--- src/rtl/rom_load_ctrl.sv ---
// rom_load_ctrl: ROM download controller for a game core.
// Accepts the index-0 download stream into a ROM write port, checks the
// session length against ROM_MIN/ROM_SIZE, holds the game in reset until a
// good image is loaded plus a settle period, and captures DIP and mod bytes
// from their own download indices.
// Ports:
//   clk_sys, reset                 clock, async active-high reset
//   ioctl_download/index/wr/addr/dout  host download bus
//   user_reset                     menu/button reset request (level)
//   dl_addr, dl_data, dl_we        registered ROM write port (1-cycle latency)
//   game_reset, rom_loaded         core reset and load status
//   err_short, err_overflow        sticky status of the last ROM session
//   sw0..sw2, mod_byte             DIP bytes 0..2 and game variant byte
module rom_load_ctrl #(
  parameter logic [16:0] ROM_SIZE      = 17'h1C000,
  parameter logic [16:0] ROM_MIN       = 17'h1C000,
  parameter int unsigned SETTLE_CYCLES = 1024
) (
  input  logic        clk_sys,
  input  logic        reset,
  input  logic        ioctl_download,
  input  logic [7:0]  ioctl_index,
  input  logic        ioctl_wr,
  input  logic [24:0] ioctl_addr,
  input  logic [7:0]  ioctl_dout,
  input  logic        user_reset,
  output logic [16:0] dl_addr,
  output logic [7:0]  dl_data,
  output logic        dl_we,
  output logic        game_reset,
  output logic        rom_loaded,
  output logic        err_short,
  output logic        err_overflow,
  output logic [7:0]  sw0,
  output logic [7:0]  sw1,
  output logic [7:0]  sw2,
  output logic [7:0]  mod_byte
);

  localparam int unsigned SCW = (SETTLE_CYCLES > 1) ? $clog2(SETTLE_CYCLES) : 1;
  localparam logic [SCW-1:0] SETTLE_LOAD  = SCW'(SETTLE_CYCLES - 1);
  localparam logic [24:0]    ROM_SIZE_EXT = 25'(ROM_SIZE);
  localparam logic [16:0]    BYTE_CNT_MAX = 17'h1FFFF;
  localparam logic [7:0]     IDX_ROM      = 8'd0;
  localparam logic [7:0]     IDX_MOD      = 8'd1;
  localparam logic [7:0]     IDX_DIP      = 8'd254;

  typedef enum logic [1:0] {
    ST_WAIT   = 2'd0,
    ST_LOAD   = 2'd1,
    ST_SETTLE = 2'd2,
    ST_RUN    = 2'd3
  } state_t;

  state_t          r_state;
  state_t          w_state_next;
  logic [16:0]     r_byte_cnt;
  logic [SCW-1:0]  r_settle_cnt;

  logic w_rom_session;
  logic w_load_entry;
  logic w_load_ok;
  logic w_load_short;
  logic w_settle_load;
  logic w_rom_wr;
  logic w_addr_ok;
  logic w_dip_wr;
  logic w_mod_wr;

  // A ROM session is active while download is high on index 0; any other
  // combination seen in LOAD ends the session.
  assign w_rom_session = ioctl_download && (ioctl_index == IDX_ROM);
  assign w_rom_wr      = (r_state == ST_LOAD) && w_rom_session && ioctl_wr;
  assign w_addr_ok     = (ioctl_addr < ROM_SIZE_EXT);
  assign w_dip_wr      = ioctl_wr && (ioctl_index == IDX_DIP) && (ioctl_addr[24:3] == 22'd0);
  assign w_mod_wr      = ioctl_wr && (ioctl_index == IDX_MOD);

  // State register
  always_ff @(posedge clk_sys or posedge reset) begin
    if (reset) r_state <= ST_WAIT;
    else       r_state <= w_state_next;
  end

  // Next-state and transition strobes
  always_comb begin
    w_state_next  = r_state;
    w_load_entry  = 1'b0;
    w_load_ok     = 1'b0;
    w_load_short  = 1'b0;
    w_settle_load = 1'b0;
    case (r_state)
      ST_WAIT: begin
        if (w_rom_session) begin
          w_state_next = ST_LOAD;
          w_load_entry = 1'b1;
        end
      end
      ST_LOAD: begin
        if (!w_rom_session) begin
          if (r_byte_cnt >= ROM_MIN) begin
            w_state_next  = ST_SETTLE;
            w_load_ok     = 1'b1;
            w_settle_load = 1'b1;
          end else begin
            w_state_next = ST_WAIT;
            w_load_short = 1'b1;
          end
        end
      end
      ST_SETTLE: begin
        if (user_reset)               w_settle_load = 1'b1;
        else if (r_settle_cnt == '0)  w_state_next  = ST_RUN;
      end
      ST_RUN: begin
        // Session start wins over a simultaneous user reset
        if (w_rom_session) begin
          w_state_next = ST_LOAD;
          w_load_entry = 1'b1;
        end else if (user_reset) begin
          w_state_next  = ST_SETTLE;
          w_settle_load = 1'b1;
        end
      end
      default: w_state_next = ST_WAIT;
    endcase
  end

  // Byte and settle counters
  always_ff @(posedge clk_sys or posedge reset) begin
    if (reset) begin
      r_byte_cnt   <= '0;
      r_settle_cnt <= '0;
    end else begin
      if (w_load_entry)
        r_byte_cnt <= '0;
      else if (w_rom_wr && w_addr_ok && (r_byte_cnt != BYTE_CNT_MAX))
        r_byte_cnt <= r_byte_cnt + 17'd1;

      if (w_settle_load)
        r_settle_cnt <= SETTLE_LOAD;
      else if ((r_state == ST_SETTLE) && (r_settle_cnt != '0))
        r_settle_cnt <= r_settle_cnt - SCW'(1);
    end
  end

  // ROM write port, one cycle behind the accepted strobe
  always_ff @(posedge clk_sys or posedge reset) begin
    if (reset) begin
      dl_we   <= 1'b0;
      dl_addr <= '0;
      dl_data <= '0;
    end else begin
      dl_we <= w_rom_wr && w_addr_ok;
      if (w_rom_wr && w_addr_ok) begin
        dl_addr <= ioctl_addr[16:0];
        dl_data <= ioctl_dout;
      end
    end
  end

  // Status outputs; game_reset tracks the state being entered
  always_ff @(posedge clk_sys or posedge reset) begin
    if (reset) begin
      game_reset   <= 1'b1;
      rom_loaded   <= 1'b0;
      err_short    <= 1'b0;
      err_overflow <= 1'b0;
    end else begin
      game_reset <= (w_state_next != ST_RUN);
      if (w_load_entry) begin
        rom_loaded   <= 1'b0;
        err_short    <= 1'b0;
        err_overflow <= 1'b0;
      end else begin
        if (w_load_ok)    rom_loaded <= 1'b1;
        if (w_load_short) begin
          rom_loaded <= 1'b0;
          err_short  <= 1'b1;
        end
        if (w_rom_wr && !w_addr_ok) err_overflow <= 1'b1;
      end
    end
  end

  // DIP bank and mod byte; bank bytes 3..7 have no consumer and are not kept
  always_ff @(posedge clk_sys or posedge reset) begin
    if (reset) begin
      sw0      <= '0;
      sw1      <= '0;
      sw2      <= '0;
      mod_byte <= '0;
    end else begin
      if (w_dip_wr) begin
        case (ioctl_addr[2:0])
          3'd0:    sw0 <= ioctl_dout;
          3'd1:    sw1 <= ioctl_dout;
          3'd2:    sw2 <= ioctl_dout;
          default: ;
        endcase
      end
      if (w_mod_wr) mod_byte <= ioctl_dout;
    end
  end

endmodule
--- config.mk ---
export PLATFORM = sky130hd
export DESIGN_NAME = rom_load_ctrl
export DESIGN_NICKNAME = d
export VERILOG_FILES = /design/src/rtl/rom_load_ctrl.sv
export SDC_FILE = /design/constraint.sdc
export NUM_CORES = 1
export LEC_CHECK = 0
export BUFFER_PORTS_ARGS = -buffer_cell sky130_fd_sc_hd__clkbuf_2
export CAP_MARGIN = 20
export CORE_ASPECT_RATIO = 0.75
export CORE_MARGIN = 2
export CORE_UTILIZATION = 35
export DETAILED_ROUTE_END_ITERATION = 10
export GPL_TIMING_DRIVEN = 0
export PLACE_DENSITY_LB_ADDON = 0.05
export SKIP_LAST_GASP = 1
export SYNTH_ARGS = -nofsm -noshare
export SYNTH_HDL_FRONTEND = slang
export SYNTH_SLANG_ARGS = --single-unit
--- constraint.sdc ---
create_clock -name clk_sys -period 3.79 [get_ports clk_sys]
set_input_delay 0.758 -clock clk_sys [delete_from_list [all_inputs] [get_ports clk_sys]]
set_output_delay 0.758 -clock clk_sys [all_outputs]
set_load 0.005 [all_outputs]
# [Yosys cells after proc, flatten, opt, wreduce, memory -nomap -nowiden]
# Cells that the tools add are included.
[totals] wordCells=83 output_inout_bits=62 ff_bits=91 input_bits=46
[op_classes] n_reduce_logical=26 order_cmp=2 muxes=30 n_eq_ne=9 addsub=2
[ops] operator="17-bit 2-to-1 mux" count=2
[ops] operator="25-bit by 17-bit < comparator with 1-bit output, second input constant" count=1
[ops] operator="22-bit zero test" count=1
[ops] operator="10-bit 2-to-1 mux" count=2
[ops] operator="17-bit by 1-bit adder with 17-bit output, second input constant" count=1
[ops] operator="17-bit >= comparator, second input constant" count=1
[ops] operator="1-bit 2-to-1 mux" count=17
[ops] operator="17-bit inequality test, second input constant" count=1
[ops] operator="2-bit 2-to-1 mux" count=7
[ops] operator="1-bit logical AND" count=10
[ops] operator="10-bit zero test" count=1
[ops] operator="10-bit nonzero test" count=1
[ops] operator="10-bit by 1-bit subtractor with 10-bit output, second input constant" count=1
[ops] operator="8-bit by 1-bit == test with 1-bit output, second input constant" count=1
[ops] operator="8-bit == test, second input constant" count=1
[ops] operator="8-bit zero test" count=1
[ops] operator="2-bit case mux with 4 select lines" count=1
[ops] operator="2-bit nonzero test" count=4
[ops] operator="2-bit AND reduction" count=3
[ops] operator="2-bit == test, second input constant" count=2
[ops] operator="3-bit by 1-bit == test with 1-bit output, second input constant" count=1
[ops] operator="3-bit by 2-bit == test with 1-bit output, second input constant" count=1
[ops] operator="3-bit zero test" count=1
[ops] operator="1-bit case mux with 3 select lines" count=1
[ops] operator="other kinds (6)" count=6

# [Logic depth before layout (Yosys ltp)]
# Gate-level depths: netlist of run 1.
[logic_depth] depth_word=8 ltp_mapped=11 mapped_depth_nobuf=10

# [Worst setup path before layout of run 1]
# OpenSTA, ideal clock, no wires.
[synth_path] path_type="reg2reg" start="register r_byte_cnt[7]" end="register r_byte_cnt[15]" setup_time_ns=0.078 path_slack_ns=1.148 required_ns=3.712 arrival_time_ns=2.564 period_less_slack_ns=2.642 path_stages_with_launch=12 n_path_buf=1 cell_sequence="dfrtp_1 -> and4_1 -> and3_1 -> nand3_1 -> nor3_1 -> ha_1 -> nand4b_1 -> or3_1 -> clkbuf_1 -> nor3_1 -> or4b_1 -> a21oi_1"
[synth_via] elab_chain_cells=3 word_cells_on_any_way=6 cone_classes="add/sub (1); eq/ne (1); mux (2); reduce/logical (2)"
[synth_rtl] item="start: declaration" line_no="57" text="logic [16:0] r_byte_cnt;"
[synth_rtl] item="start signal: assignment" line_no="137" text="r_byte_cnt <= r_byte_cnt + 17'd1;"
[synth_rtl] item="17-bit by 1-bit adder with 17-bit output or 17-bit inequality test (tied branches)" line_no="137, 136"
[synth_rtl] item="17-bit 2-to-1 mux or 1-bit logical AND (tied branches)" line_no="136" text="else if (w_rom_wr && w_addr_ok && (r_byte_cnt != BYTE_CNT_MAX))"
[synth_rtl] item="17-bit 2-to-1 mux or 2-bit nonzero test (tied branches)"
# Parallel ways exist; a longest one is shown, timed or not. The select of a mux whose other input is x is not followed.
# A chain may end at the register's enable or synchronous reset.

# [Final worst setup path of run 1]
[layout_path] start="register r_byte_cnt[8]" end="register r_byte_cnt[15]"
# The elaborated chain is that of the path after synthesis.

==> metrics.txt, run 1 <==
status finished clean; initial antenna violation count 0; Wirelength per Cell 15.1 um; clock tree buffer depth 2; Highest Clock Rate 327 MHz; worst vdd ir 0.233 mV; Final GP Congestion 0.754; initial drt markers 134; pre-CTS setup slack 0.572 ns; Via density 4.78; P per Cell Area 398 nW/um^2; Worst-Margin Slew 0.732 ns; CP max-delay cell or4b_1; DR vias 3251; crit end category flip-flop; FF+latch count, synth 91; # clock sinks 91; fill count 1138; Sum Neg Setup Slack 0 ns; area leader, netlist dfrtp_1; post-layout util 0.451; Ports 108; Storage cell area 2280 sq um; logic gate share of total power 0.079; row count 34; Tot Pwr 2.09 mW; Critical Path Fanout Max 6; post_cts resized 0; post-synth top area share 0.539; Critical Path AT 3.31 ns; sequential share of the synthesized area 0.546; WP data required 4.04 ns; ys flop type dfrtp_1; hpwl dp 7.59 mm; multi-input combinational cell area 1770 sq um; CP Class flip-flop to flip-flop; WHS 0.388 ns; Max Cap Violations 0; initial core utilization 0.360; worst hold-check path type primary input to async pin; Synth area leaders dfrtp_1 54%, mux2_2 8.6%, nand2_1 8.2%; Layout Nets 567; Clk Latency, worst-skew pair 0.33 ns; die height 98.6 um; CP delay by family, top simple AND/OR/NAND/NOR gates; Root Driver clkbuf_16; critical path, cell by cell and4_1, and3_1, nand3_1, nor3_1, ha_1, nand4b_1, or3_1, clkbuf_1, nor3_1, or4b_1, a21oi_1; # H-tree levels 3; commonest non-fill, non-tap cell in the layout clkbuf_2; DR pass1 iterations 4; synth warn 0; Syn Area/Cell 10.6 sq um; Post CTS Setup Buffer Count 0; DRC 0; first-pass GRT wire length 16.4 mm; Buffers & Inverters on Critical Path 1; post-synth net total 448; drt total wl 10.3 mm; port bufs 107; sequential group share of total power 0.493; Mapped Area 4180 sq um; Final Cycle Share 0.808; Period minus WS final 3.06 ns; share of cells above drive strength 1 0.322; final setup fails 0; Synth cell types 52; Core Box Area 11600 sq um; P_sw 0.479 mW; Post-CTS Hold Buffers 0; RSZ-0062 raised after global routing false; CTS tree yes; Max-slew headroom 0.505; P_int 1.61 mW; Num CTS Buffers 9; Clk pwr share 0.428; final setup skew 0.00319 ns; area growth from synthesis to layout 25.5%; commonest non-fill, non-tap cells in the layout 107 x clkbuf_2, 91 x nand2_1, 90 x dfrtp_1, 32 x mux2_2, 21 x nor2_1; die width 130 um; post-route setup slack 0.729 ns; Switching Fraction 0.230; fin. max-slew vios 0; Final Hold Fails 0; CP max stage delay 0.45 ns; Detail Route Antenna Nets 0; cells after synthesis 394; number of synthesized flops with an enable pin 0; crit start category flip-flop; die area 12800 sq um; leakage power 2.63 nW; most used cell along the critical path nor3_1; CTS clk-pin slew, worst paths 0.06 ns; # diodes 0; GRT overflow 0; largest net degree at the start of global routing 68; Total GRT Usage 0.166; reg-to-reg slack, setup 0.73 ns; Async S/R FF share, synth 1.00; vias in the first global route 3143
==> routing by layer <==
layer  vias to the layer above  GRT usage  share of wire
li1                       1607          -              -
met1                      1577      0.230           0.49
met2                        61      0.260           0.46
met3                         6     0.0451          0.043
met4                         0     0.0380         0.0074
met5                         -          0              0
==> path summary, 6_finish.rpt <==
check                                    from         endpoint  cells after the start
worst max-delay path            r_byte_cnt[8]   r_byte_cnt[15]                     11
worst min-delay path                    reset  r_settle_cnt[9]                      2
worst max register to register  r_byte_cnt[8]   r_byte_cnt[15]                     11
worst min register to register     dl_data[0]       dl_data[0]                      2
max in group asynchronous               reset           sw0[3]                      3
min in group clk_sys               dl_data[0]       dl_data[0]                      2
==> logic make-up after synthesis <==
family | share of synthesized area
flops | 0.546
fa+ha+maj | 0.0240
buf+inv | 0.0294
mux | 0.0911
simple gates | 0.221
compound gates | 0.0569
xor+xnor | 0.0315
==> sequential cells by signal, summed over array words and instances, names as in the netlist, 8 cells and up <==
signal        count
sw1               8
r_settle_cnt     10
r_byte_cnt       17
sw0               8
dl_data           8
mod_byte          8
sw2               8
dl_addr          17
==> per-stage QoR <==
step / cells / instance area, sq um
finish: 680 / 5240
global route: 680 / 5240
CTS: 680 / 5240
detailed placement: 664 / 4940
global placement: 663 / 4910
floorplan: 394 / 4180
==> synth_stat cells, types with 2 or more instances <==
library cell  number
nand2_1           91
dfrtp_1           90
mux2_2            32
nor2_1            21
inv_1             16
nor4_1            13
xnor2_1           13
clkbuf_1          11
a21oi_1            9
nand3_1            9
ha_1               8
nand4_1            7
nor3_1             6
or3_1              6
o211ai_1           5
nand2b_1           3
nor4b_1            3
o21ai_0            3
or2_2              3
or4_1              3
a211o_1            2
a21boi_0           2
a41oi_1            2
and3_1             2
and3b_1            2
and4_1             2
buf_2              2
mux2i_1            2
o41ai_1            2
xor2_1             2
==> layout make-up <==
type | count | share of cell area
plain buffers | 14 | 0.0119
multi-input cells | 273 | 0.339
clock inverters | 4 | 0.00955
repair buffers | 108 | 0.107
flip-flops and latches | 91 | 0.435
inverters | 16 | 0.0119
well taps | 162 | 0.0387
clock buffers | 12 | 0.0470
==> power by group through the flow <==
stage	clock network, mW	registers, mW	logic (mW)
2_1_floorplan	0	1.04	0.0935
3_3_place_gp	0	1.05	0.162
3_5_place_dp	0	1.05	0.168
4_1_cts	0.919	1.03	0.169
5_1_grt	0.956	1.03	0.185
6_report	0.892	1.03	0.165
==> worst register-to-register path, delay by kind of cell (launching register included) <==
family / cells / cell delay, ns
buf+inv: 1 / 0.20
fa+ha+maj: 1 / 0.25
compound gates: 1 / 0.15
simple gates: 8 / 1.96
flops: 1 / 0.42
Note: power is estimated with default switching activity, not from simulation.
==> inputs of run 2 (changes only) <==
Clock period 3.79 ns to 2.71 ns, I/O delays scaled along.
==> run 2 against run 1 <==
  * Die area did not move
  * Routed wire length rose by 1.1%
  * Final cell count rose by 1.0%
  * Critical path depth fell by 1
  * Hold slack got worse by 0.089 ns
  * First-iteration DRC count rose by 4.5%
  * Non-clock buffer count rose by 7
  * Fmax rose by 15%
  * Largest power group unchanged
  * Critical path type unchanged
==> metrics.txt, run 2 (synthesis results as in run 1) <==
DRC 0 (unchanged); sequential group share of total power 0.474 (-0.019); crit start category flip-flop; die height 98.6 um (unchanged); crit end category flip-flop; Layout Nets 574 (+1.2%); Final Hold Fails 0 (unchanged); first-pass GRT wire length 16.9 mm (+3.1%); pre-CTS setup slack -0.282 ns (-0.854 ns); most used cell along the critical path nor3_1; Core Box Area 11600 sq um (unchanged); Critical Path AT 2.91 ns (-0.40 ns); area growth from synthesis to layout 28.9%; biggest registers after layout dl_addr (17), r_byte_cnt (17), r_settle_cnt (10); # clock sinks 91 (unchanged); P_sw 0.695 mW (+45%); worst hold-check path type primary input to async pin; clock tree buffer depth 2 (unchanged); # diodes 0 (unchanged); Switching Fraction 0.229 (-0.000819); Final GP Congestion 0.758 (+0.57%); initial core utilization 0.360 (unchanged); CP max-delay cell or3_4; P_int 2.34 mW (+46%); final setup fails 0 (unchanged); Ports 108 (unchanged); Clk pwr share 0.449 (+0.021); Max-slew headroom 0.498 (-0.00755); CTS tree yes; CP Class flip-flop to flip-flop; P per Cell Area 564 nW/um^2 (+42%); CP delay by family, top simple AND/OR/NAND/NOR gates; drt total wl 10.4 mm (+1.1%); die area 12800 sq um (unchanged); Total GRT Usage 0.171 (+0.00514); GRT Max-Usage Layer met2; vias in the first global route 3266 (+3.9%); multi-input combinational cell area 1810 sq um (+2.0%); Storage cell area 2280 sq um (about the same); final setup skew 0.00503 ns (+0.00184 ns); leakage power 2.68 nW (+1.9%); reg-to-reg slack, setup 0.06 ns (-0.67 ns); die width 130 um (unchanged); # H-tree levels 3 (unchanged); Reg-to-Reg End r_byte_cnt[15]; Critical Path Fanout Max 5 (-1); fill count 1157 (+1.7%); RSZ-0062 raised after global routing true; status finished clean; Post-CTS Hold Buffers 0 (unchanged); Worst-Margin Slew 0.744 ns (+0.0112 ns); share of cells above drive strength 1 0.352 (+0.0300); Final Cycle Share 0.978 (+0.171); critical path, cell by cell and4_1, and3_4, nand3_4, nor3_1, ha_2, nand4b_1, or3_4, nor3_1, or4b_1, a21oi_1; hpwl dp 7.67 mm (+1.1%); met1 Resource Use GR 0.245 (+0.0148); WHS 0.299 ns (-0.0890 ns); RR Startpoint r_byte_cnt[9]; commonest non-fill, non-tap cells in the layout 107 x clkbuf_2, 91 x nand2_1, 89 x dfrtp_1, 32 x mux2_2, 19 x nor2_1; Num CTS Buffers 9 (unchanged); initial antenna violation count 0 (unchanged); DR vias 3247 (-0.12%); Buffers & Inverters on Critical Path 0 (-1); Wirelength per Cell 15.1 um (about the same); Via density 4.73 (-1.1%); worst vdd ir 0.292 mV (+25%); Root Driver clkbuf_16; reg2reg path depth 10 (-1); logic gate share of total power 0.077 (-0.002); commonest non-fill, non-tap cell in the layout clkbuf_2; Period minus WS final 2.65 ns (-0.409 ns); Detail Route Antenna Nets 0 (unchanged); GRT overflow 0 (unchanged); initial drt markers 140 (+4.5%); fin. max-slew vios 0 (unchanged); CP max stage delay 0.44 ns (about the same); post-layout util 0.464 (+0.0124); largest net degree at the start of global routing 39 (-43%); CTS clk-pin slew, worst paths 0.06 ns (about the same); WP data required 2.97 ns (-1.07 ns); met2 Track Usage GR 0.256 (-0.00443); DR pass1 iterations 4 (unchanged); Max Cap Violations 0 (unchanged); post-route setup slack 0.0583 ns (-0.671 ns); grt met3 use 0.0429 (-0.00217); Highest Clock Rate 377 MHz (+15%); Clk Latency, worst-skew pair 0.34 ns (about the same); row count 34 (unchanged); port bufs 107 (unchanged)
run 2: what timing repair did:
action,in CTS,in global routing
gates resized for setup,3,7
pin swaps,0,2
hold endpoints to repair,0,0
cloned,0,0
setup endpoints to repair,4,41
setup buffers,1,6
run 2: power groups by stage:
stage | Combinational (mW) | Sequential (mW) | Clock [mW]
CTS | 0.238 | 1.44 | 1.40
global route | 0.267 | 1.45 | 1.46
global placement | 0.226 | 1.46 | 0
detailed placement | 0.237 | 1.46 | 0
floorplan | 0.131 | 1.46 | 0
finish | 0.233 | 1.44 | 1.36
run 2: worst max-delay path by stage:
stage / depth (start not counted) / slack [ns] / end / from
after floorplan: 11 / 0.07 / r_byte_cnt[15] / r_byte_cnt[7]
after global placement: 6 / -0.28 / sw0[0] / ioctl_index[0]
after detailed placement: 6 / -0.28 / sw0[0] / ioctl_index[0]
after CTS: 10 / 0.05 / r_byte_cnt[15] / r_byte_cnt[7]
after global routing: 10 / -0.07 / r_byte_cnt[15] / r_byte_cnt[7]
final: 10 / 0.06 / r_byte_cnt[15] / r_byte_cnt[9]
run 2: worst reg2reg max path, cell delays in order, from the launching register on:
cell      delay (ns)
dfrtp_1         0.40
and4_1          0.22
and3_4          0.20
nand3_4         0.10
nor3_1          0.06
ha_2            0.22
nand4b_1        0.22
or3_4           0.44
nor3_1          0.12
or4b_1          0.44
a21oi_1         0.15
run 2: layout make-up:
cell class                 count  share of cell area
buffer                        13              0.0109
sequential                    91               0.423
multi-input combinational    273               0.336
clock buffer                  10              0.0444
timing repair buffer         116               0.119
tap                          162              0.0376
inverter                      16              0.0119
clock inverter                 6              0.0165
run 2: routing by layer:
metal / up-vias / routed length [um]
met5: - / 0
met4: 0 / 131
met3: 11 / 418
met2: 68 / 4660
met1: 1551 / 5160
li1: 1617 / -
run 2: per-stage QoR:
step                setup TNS, ns  area (sq um)  power (mW)  instances
floorplan                       0          4180        1.59        394
global placement            -7.81          4920        1.69        663
detailed placement          -8.70          4960        1.70        665
CTS                             0          5300        3.08        681
global route               -0.105          5380        3.18        687
finish                          0          5380        3.04        687
